File: src/rtl/fifo_arb_pkg.sv
// fifo_arb_pkg: shared FSM state type, clog2 helper and FIFO geometry defaults
//   Used by fifo_sink_arbiter, rr_pick and the FIFO wrapper.
package fifo_arb_pkg;

    typedef enum logic {IDLE, STREAM} arb_state_t;

    localparam int FIFO_DEPTH     = 1024;
    localparam int FIFO_MAX_BURST = 16;

    // Smallest r with 2**r >= v; clog2(1) = 0.
    function automatic int clog2(input int v);
        int r;
        r = 0;
        for (int i = 0; i < 31; i++)
            if ((1 << i) < v) r = i + 1;
        return r;
    endfunction

endpackage

File: src/rtl/fifo_sink_arbiter_rr_pick.sv
// rr_pick: combinational round-robin selector
//   req   : request vector
//   ptr   : highest-priority index
//   found : any request set
//   index : first set request at or after ptr, wrapping modulo N
module rr_pick import fifo_arb_pkg::*; #(
    parameter int N  = 4,
    parameter int IW = clog2(N)
) (
    input  logic [N-1:0]  req,
    input  logic [IW-1:0] ptr,
    output logic          found,
    output logic [IW-1:0] index
);

    int j;

    // Walk offsets from farthest to nearest so the nearest hit is written last.
    always_comb begin
        found = 1'b0;
        index = '0;
        j     = 0;
        for (int k = N - 1; k >= 0; k--) begin
            j = (int'(ptr) + k) % N;
            if (req[IW'(j)]) begin
                found = 1'b1;
                index = IW'(j);
            end
        end
    end

endmodule

File: src/rtl/fifo_sink_arbiter.sv
// fifo_sink_arbiter: round-robin burst arbiter feeding the platform FIFO sink
//   clock/reset         : FIFO write clock, synchronous active-high reset
//   src_data/valid/ready: N_SRC producer streams (ready is one-hot or zero)
//   snk_data/valid/ready: FIFO Avalon-ST sink
//   fifo_level          : FIFO fill level, gates new grants only
//   grant_valid/grant_id: current grant, id held through IDLE
//   burst_done          : one-cycle pulse after a grant ends
//   beat_count          : free-running count of accepted beats
module fifo_sink_arbiter import fifo_arb_pkg::*; #(
    parameter int N_SRC     = 4,
    parameter int DATA_W    = 32,
    parameter int DEPTH     = FIFO_DEPTH,
    parameter int LEVEL_W   = 11,
    parameter int MAX_BURST = FIFO_MAX_BURST
) (
    input  logic                    clock,
    input  logic                    reset,
    input  logic [N_SRC*DATA_W-1:0] src_data,
    input  logic [N_SRC-1:0]        src_valid,
    output logic [N_SRC-1:0]        src_ready,
    output logic [DATA_W-1:0]       snk_data,
    output logic                    snk_valid,
    input  logic                    snk_ready,
    input  logic [LEVEL_W-1:0]      fifo_level,
    output logic                    grant_valid,
    output logic [clog2(N_SRC)-1:0] grant_id,
    output logic                    burst_done,
    output logic [31:0]             beat_count
);

    localparam int ID_W  = clog2(N_SRC);
    localparam int CNT_W = clog2(MAX_BURST + 1);
    localparam logic [LEVEL_W-1:0] LEVEL_MAX  = LEVEL_W'(DEPTH - MAX_BURST);
    localparam logic [CNT_W-1:0]   BURST_LAST = CNT_W'(MAX_BURST);

    arb_state_t       state, state_next;
    logic [ID_W-1:0]  rr_ptr, pick_index;
    logic [CNT_W-1:0] burst_cnt;
    logic             pick_found, eligible, accept, grant_end;

    rr_pick #(.N(N_SRC), .IW(ID_W)) u_pick (
        .req   (src_valid),
        .ptr   (rr_ptr),
        .found (pick_found),
        .index (pick_index)
    );

    assign grant_valid = state == STREAM;

    always_ff @(posedge clock) begin
        if (reset) state <= IDLE;
        else       state <= state_next;
    end

    // Handshakes are masked during reset so a beat offered in the reset cycle
    // is neither taken by the FIFO nor counted.
    always_comb begin
        state_next = state;
        src_ready  = '0;
        snk_valid  = 1'b0;
        snk_data   = '0;
        eligible   = pick_found && fifo_level <= LEVEL_MAX;
        accept     = 1'b0;
        grant_end  = 1'b0;
        if (state == IDLE) begin
            if (eligible) state_next = STREAM;
        end else begin
            snk_data            = src_data[int'(grant_id) * DATA_W +: DATA_W];
            snk_valid           = src_valid[grant_id] && !reset;
            src_ready[grant_id] = snk_ready && !reset;
            accept              = snk_valid && snk_ready;
            grant_end           = !src_valid[grant_id] || (accept && burst_cnt + 1'b1 == BURST_LAST);
            if (grant_end) state_next = IDLE;
        end
    end

    always_ff @(posedge clock) begin
        if (reset) begin
            rr_ptr     <= '0;
            grant_id   <= '0;
            burst_cnt  <= '0;
            burst_done <= 1'b0;
            beat_count <= '0;
        end else begin
            burst_done <= grant_end;
            if (state == IDLE && eligible) begin
                grant_id  <= pick_index;
                burst_cnt <= '0;
            end
            if (accept) begin
                burst_cnt  <= burst_cnt + 1'b1;
                beat_count <= beat_count + 1'b1;
            end
            if (grant_end)
                rr_ptr <= (grant_id == ID_W'(N_SRC - 1)) ? '0 : grant_id + 1'b1;
        end
    end

endmodule

File: config.mk
export PLATFORM = sky130hd
export DESIGN_NAME = fifo_sink_arbiter
export DESIGN_NICKNAME = d
export VERILOG_FILES = /design/src/rtl/fifo_arb_pkg.sv /design/src/rtl/fifo_sink_arbiter_rr_pick.sv /design/src/rtl/fifo_sink_arbiter.sv
export SDC_FILE = /design/constraint.sdc
export NUM_CORES = 1
export LEC_CHECK = 0
export CAP_MARGIN = 40
export CORE_ASPECT_RATIO = 2
export CORE_MARGIN = 10
export CORE_UTILIZATION = 33
export DETAILED_ROUTE_END_ITERATION = 7
export PLACE_DENSITY = 0.78
export SETUP_SLACK_MARGIN = 0.05
export SYNTH_ARGS = -nofsm -noshare
export SYNTH_HDL_FRONTEND = slang
export SYNTH_HIERARCHICAL = 1
export SYNTH_SLANG_ARGS = --single-unit
File: constraint.sdc
create_clock -name clock -period 1.8 [get_ports clock]
set_input_delay 0.36 -clock clock [delete_from_list [all_inputs] [get_ports clock]]
set_output_delay 0.36 -clock clock [all_outputs]
set_load 0.1 [all_outputs]
# Word-level counts from Yosys, hierarchy flattened

Index checks and enable logic that the tools add are counted.

Word-level logic and storage cells: 70
Flip-flop bits (word level): 43

Reductions and logical operators: 11
Bitwise logic cells: 2
$lt $le $gt $ge: 7
Multiplexer cells: 35
Shift-type cells: 1
Add/subtract/negate cells: 6
Equal/unequal tests: 2

Operators with widths:

| operator                                                                             | count |
|---|---|
| 128-bit by 8-bit indexed part select with 32-bit output                              | 1 |
| 32-bit by 1-bit adder with 32-bit output (second input constant)                     | 1 |
| 32-bit two-way mux                                                                   | 1 |
| 1-bit two-way mux                                                                    | 20 |
| 2-bit by 4-bit less-than comparator with 1-bit output (second input constant)        | 4 |
| 11-bit by 10-bit <= comparator with 1-bit output (second input constant)             | 1 |
| 1-bit binary-select mux with 2-bit select                                            | 5 |
| 2-bit two-way mux                                                                    | 5 |
| 5-bit two-way mux                                                                    | 2 |
| 1-bit logical AND                                                                    | 7 |
| 5-bit by 1-bit adder with 5-bit output (second input constant)                       | 1 |
| 5-bit == test (second input constant)                                                | 1 |
| 2-bit by 1-bit adder with 2-bit output (second input constant)                       | 2 |
| 2-bit adder (second input constant)                                                  | 2 |
| 4-bit bitwise AND                                                                    | 1 |
| 4-bit two-way mux                                                                    | 1 |
| 2-bit by 3-bit less-than comparator with 1-bit output (second input constant)        | 1 |
| 1-bit demux with 2-bit select                                                        | 1 |
| 2-bit == test (second input constant)                                                | 1 |
| 2-bit by 1-bit greater-or-equal comparator with 1-bit output (second input constant) | 1 |
| 1-bit logical NOT                                                                    | 2 |
| 2-bit nonzero test                                                                   | 1 |
| 1-bit logical OR                                                                     | 1 |
| 1-bit NOT                                                                            | 1 |

# Logic depth before layout (Yosys ltp)

Gate-level depths: netlist (run 1).

Word-level depth: 12
Mapped depth: 7

# Hierarchy

Netlist (run 1), hierarchy kept.

By module, submodules not included:

| module            | times used | cells each | area each (um^2) |
|---|---|---|---|
| fifo_sink_arbiter | 1          | 332        | 3239.4 |
| rr_pick           | 1          | 13         | 77.6 |

# Worst setup path before layout (run 1)

Ideal clock, no wire load.

Kind: register -> output
Start point: reg grant_id[1]
End point: out snk_data[13]
Required time: 1440 ps
Buffers on the path: 2
Data arrival time: 2625 ps
Stages on the path, launching flop included: 5
Slack: -1185 ps
Cell sequence: dfxtp_1 > buf_2 > clkbuf_1 > mux4_2 > and2_1

Longest elaborated chain between the ends: 2

RTL lines:

| item                                                    | RTL line                | text |
|---|---|---|
| from (decl)                                             | fifo_sink_arbiter.sv:26 | `output logic [clog2(N_SRC)-1:0] grant_id,` |
| from (signal assigned)                                  | fifo_sink_arbiter.sv:87 | `grant_id <= pick_index;` |
| 128-bit by 8-bit indexed part select with 32-bit output | fifo_sink_arbiter.sv:68 | `snk_data = src_data[int'(grant_id) * DATA_W +: DATA_W];` |
| 32-bit two-way mux                                      | fifo_sink_arbiter.sv:65 | `if (state == IDLE) begin` |
| to (decl)                                               | fifo_sink_arbiter.sv:21 | `output logic [DATA_W-1:0] snk_data,` |

No other way between the ends.

# Worst setup path after layout (run 1)

Start point: reg grant_id[0]
End point: out snk_valid

Longest elaborated chain between the ends: 4

RTL lines:

| item                                      | RTL line                | text |
|---|---|---|
| 1-bit binary-select mux with 2-bit select | fifo_sink_arbiter.sv:69 | `snk_valid = src_valid[grant_id] && !reset;` |
| 1-bit two-way mux (not written as such)   | fifo_sink_arbiter.sv:69 |  |
| 1-bit logical AND                         | fifo_sink_arbiter.sv:69 |  |
| 1-bit two-way mux                         | fifo_sink_arbiter.sv:65 |  |
| to (decl)                                 | fifo_sink_arbiter.sv:22 | `output logic snk_valid,` |

No other way between the ends. The select of a mux whose other input is x is not followed.

==> results.toml, run 1 <==
[floorplanning]
floorplan.die_area_mm2 = 0.01470
floorplan.initialDensity = 0.3397
die_h_um = 161.8
core_region_area_mm2 = 0.009763
rows = 51
top_level_pins = 219
chipWidth_um = 90.89

[placement]
gpl.final_weighted_congestion = 0.8947
placement.io_buffers = 218
detailed_place_hpwl_um = 13800
dp_cells = 715

[critical_path]
critical_path.startpoint_type = "register"
worst_path_dominant_cell_family = "multiplexers"
crit_type = "register to primary output"
reg2regPathDepth = 7
cp.depth = 4
cp_data_required_time_ns = 1.44
worst-endpoint-arrival_ns = 1.80
crit_path_end_kind = "primary output"
cpPeakStageDelay_ns = 0.60
cp.buffers_inverters = 2
timing.critical_path.cells = "buf_6 -> mux4_2 -> and3_4 -> buf_12"
critical_path.max_fanout = 5
crit_path_top_delay_cell = "sky130_fd_sc_hd__mux4_2"

[hold_path]
hold_class = "register to register"
whs_path_depth = 1

[clock_network]
clk_latency_ns = 0.29
cts_tree = "done"
htree_num_levels = 2
cts_max_path_buffers = 2
worst_setup_hold_path_clk_slew_ns = 0.06
clock-root-buffer = "sky130_fd_sc_hd__clkbuf_16"
holdBufCountCts = 0
tritoncts_num_sinks = 43
cts_buffers = 5

[cells_and_area]
postLayoutCoreUtil = 0.7830
drive_gt1_frac = 0.5314
finish.net_count = 758
final_cells = 738
layout-area-overhead-vs-synth_pct = 130.5
ant_cells = 0

[yosys]
syn-num-nets = 498
synth-seq-area-share = 0.2595
synth_cell_types = 44
ys_ff_latch = 43
syn_area_per_cell_um2 = 9.614
synth_edf_count = 0
ys_warn_count = 6
syn-cell-area_mm2 = 0.003317
syn-instance-count = 345
synthFlopType = "sky130_fd_sc_hd__dfxtp_1"
postSynth.asyncResetShare = 0

[run]
max_cap_viol_count = 0

[global_route]
grt_antenna_before_repair = 0
first_pass_grt_wire_length_um = 26770
globalRoute.totalOverflow = 0
grt_pass1_vias = 4482
grt_start_max_net_pins = 47
global_route.usage.total = 0.2288

[pwr]
total_power_w = 0.003456
static-leakage-power_nw = 2.900
power.density_cell_area_mw_per_mm2 = 452.1
vdd_drop_max_uv = 544.1

[timing]
final.period_utilization = 1.201
timing.final.setup_violations = 77
timing.fmax_ghz = 0.4627
drv_slew = 0
final_critical_path_setup_slack_ns = -0.3615
rsz0062_at_grt = "yes"
hold_viol = 0
clock-skew-final_ns = 0.006505
worst-slew-pin-transition_ns = 0.6327
slew_margin_rel = 0.5756
clock_period_minus_worst_slack_ns = 2.161

[drt]
drcViolationCount = 0
viasPerCell = 5.766
postRouteWirelength_um = 18720
wire_per_inst_um = 25.37
route.vias.total = 4255
detailedRoute.firstPassIterationCount = 4
drt_iter0_markers = 184
ant_nets = 0

[run_status]
violated_checks = "negative setup slack"
run_status = "finished with violations"
==> cells in the mapped netlist (8+ instances only) <==
cell type / n / area share
sky130_fd_sc_hd__and2_1: 39 / 0.074
sky130_fd_sc_hd__mux4_2: 32 / 0.22
sky130_fd_sc_hd__nand3_1: 13 / 0.020
sky130_fd_sc_hd__dfxtp_1: 43 / 0.26
sky130_fd_sc_hd__a21oi_1: 22 / 0.033
sky130_fd_sc_hd__o31ai_1: 16 / 0.036
sky130_fd_sc_hd__xor2_1: 8 / 0.021
sky130_fd_sc_hd__nand2_1: 20 / 0.023
sky130_fd_sc_hd__nand4_1: 12 / 0.023
sky130_fd_sc_hd__or4_1: 14 / 0.032
sky130_fd_sc_hd__nor2_1: 20 / 0.023
sky130_fd_sc_hd__clkbuf_1: 13 / 0.015
==> timing repair <==
action / 4_1_cts / 5_1_grt
endpoints found under the setup margin: 78 / 77
gates cloned: 1 / 1
pin swaps: 19 / 29
buffers inserted: 10 / 4
resized for setup: 62 / 48
==> report_power, final <==
group          total (W)  internal (W)  switching (W)
registers       0.000944      0.000929      0.0000158
logic            0.00160      0.000816       0.000789
clock network   0.000907      0.000513       0.000394
==> routing by layer <==
layer  wire, um  track usage  vias to the layer above
met4        844      0.07665                        0
met5          0            0                        -
met2      10030       0.4367                      296
met1       6280       0.2284                     2060
li1           -            -                     1833
met3       1567      0.06556                       66
==> layout make-up <==
class	instances	area [um^2]
repair buffers	280	3555
multi-input cells	268	2795
fillers	560	2118
flip-flops and latches	43	962.2
well taps	132	165.2
clock buffers	6	128.9
inverters	7	26.28
clock inverters	2	12.51
==> logic make-up after synthesis <==
logic type      synth area share
simple gates              0.2791
buf+inv                  0.04715
compound gates           0.09808
xor+xnor                 0.02905
flops                     0.2595
fa+ha+maj                0.02640
mux                       0.2607
==> placed cells by master (no fill, tap or decap), types with 3 or more instances in the layout <==
master,synthesis,final
sky130_fd_sc_hd__a21oi_1,22,5
sky130_fd_sc_hd__a21oi_2,0,17
sky130_fd_sc_hd__and2_4,0,38
sky130_fd_sc_hd__and3_1,6,5
sky130_fd_sc_hd__and4_1,7,6
sky130_fd_sc_hd__buf_12,0,79
sky130_fd_sc_hd__buf_4,1,34
sky130_fd_sc_hd__buf_6,2,19
sky130_fd_sc_hd__clkbuf_16,0,6
sky130_fd_sc_hd__clkdlybuf4s50_1,0,140
sky130_fd_sc_hd__dfxtp_1,43,10
sky130_fd_sc_hd__dfxtp_2,0,9
sky130_fd_sc_hd__dfxtp_4,0,24
sky130_fd_sc_hd__dlygate4sd2_1,0,4
sky130_fd_sc_hd__ha_1,7,5
sky130_fd_sc_hd__inv_1,7,7
sky130_fd_sc_hd__mux2_4,0,6
sky130_fd_sc_hd__mux2i_1,5,5
sky130_fd_sc_hd__mux4_2,32,33
sky130_fd_sc_hd__nand2_1,20,17
sky130_fd_sc_hd__nand2b_1,5,3
sky130_fd_sc_hd__nand3_1,13,9
sky130_fd_sc_hd__nand3_2,1,3
sky130_fd_sc_hd__nand4_1,12,12
sky130_fd_sc_hd__nor2_1,20,20
sky130_fd_sc_hd__nor2b_1,5,5
sky130_fd_sc_hd__nor4_4,0,3
sky130_fd_sc_hd__o31ai_1,16,7
sky130_fd_sc_hd__o31ai_2,0,9
sky130_fd_sc_hd__or4_1,14,3
sky130_fd_sc_hd__or4_4,0,11
sky130_fd_sc_hd__xor2_1,8,8
==> worst reg2reg max path, stage by stage, from the launching register on <==
cell,delay (ns)
sky130_fd_sc_hd__dfxtp_4,0.38
sky130_fd_sc_hd__buf_6,0.13
sky130_fd_sc_hd__mux4_2,0.44
sky130_fd_sc_hd__buf_6,0.14
sky130_fd_sc_hd__nand3_4,0.09
sky130_fd_sc_hd__buf_6,0.16
sky130_fd_sc_hd__or4_4,0.51
sky130_fd_sc_hd__a21oi_2,0.18
==> worst paths after layout <==
check	from	to	slack, ns
setup / recovery	grant_id[0]	snk_valid	-0.36
hold / removal	beat_count[29]	beat_count[29]	0.51
setup reg to reg	grant_id[0]	beat_count[19]	-0.33
hold reg to reg	beat_count[29]	beat_count[29]	0.51
==> registers in the layout, summed over array words and instances (netlist names) <==
register     flops
burst_done       1
burst_cnt        5
grant_valid      1
rr_ptr           2
grant_id         2
beat_count      32
==> per-stage QoR <==
step	hold WS, ns	TNS, ns	area, um^2	setup slack (ns)
after detailed placement	0.4855	-21.73	6940	-0.5043
after floorplan	0.4812	-10.71	3625	-0.2731
after global placement	0.4848	-17.86	6940	-0.3989
after global routing	0.5272	-21.37	7645	-0.3849
final	0.5073	-18.39	7645	-0.3615
after CTS	0.5018	-15.68	7397	-0.3351
No activity file was read; power rests on OpenSTA's default activity.
==> run 2: changes to the inputs <==
--- a/config.mk
+++ b/config.mk
@@ -5,6 +5,7 @@
 export SDC_FILE = /design/constraint.sdc
 export NUM_CORES = 1
 export LEC_CHECK = 0
+export ABC_CLOCK_PERIOD_IN_PS = 1800
 export CAP_MARGIN = 40
 export CORE_ASPECT_RATIO = 2
 export CORE_MARGIN = 10
==> results of run 2 <==
Same layout as run 1: the final DEF is identical, and so are final timing and power.
==> run 3: changes to the inputs <==
--- a/config.mk
+++ b/config.mk
@@ -6,7 +6,6 @@
 export NUM_CORES = 1
 export LEC_CHECK = 0
 export ABC_CLOCK_PERIOD_IN_PS = 1800
-export CAP_MARGIN = 40
 export CORE_ASPECT_RATIO = 2
 export CORE_MARGIN = 10
 export CORE_UTILIZATION = 33
==> results of run 3 <==
Same layout as run 1: the final DEF is identical, and so are final timing and power.
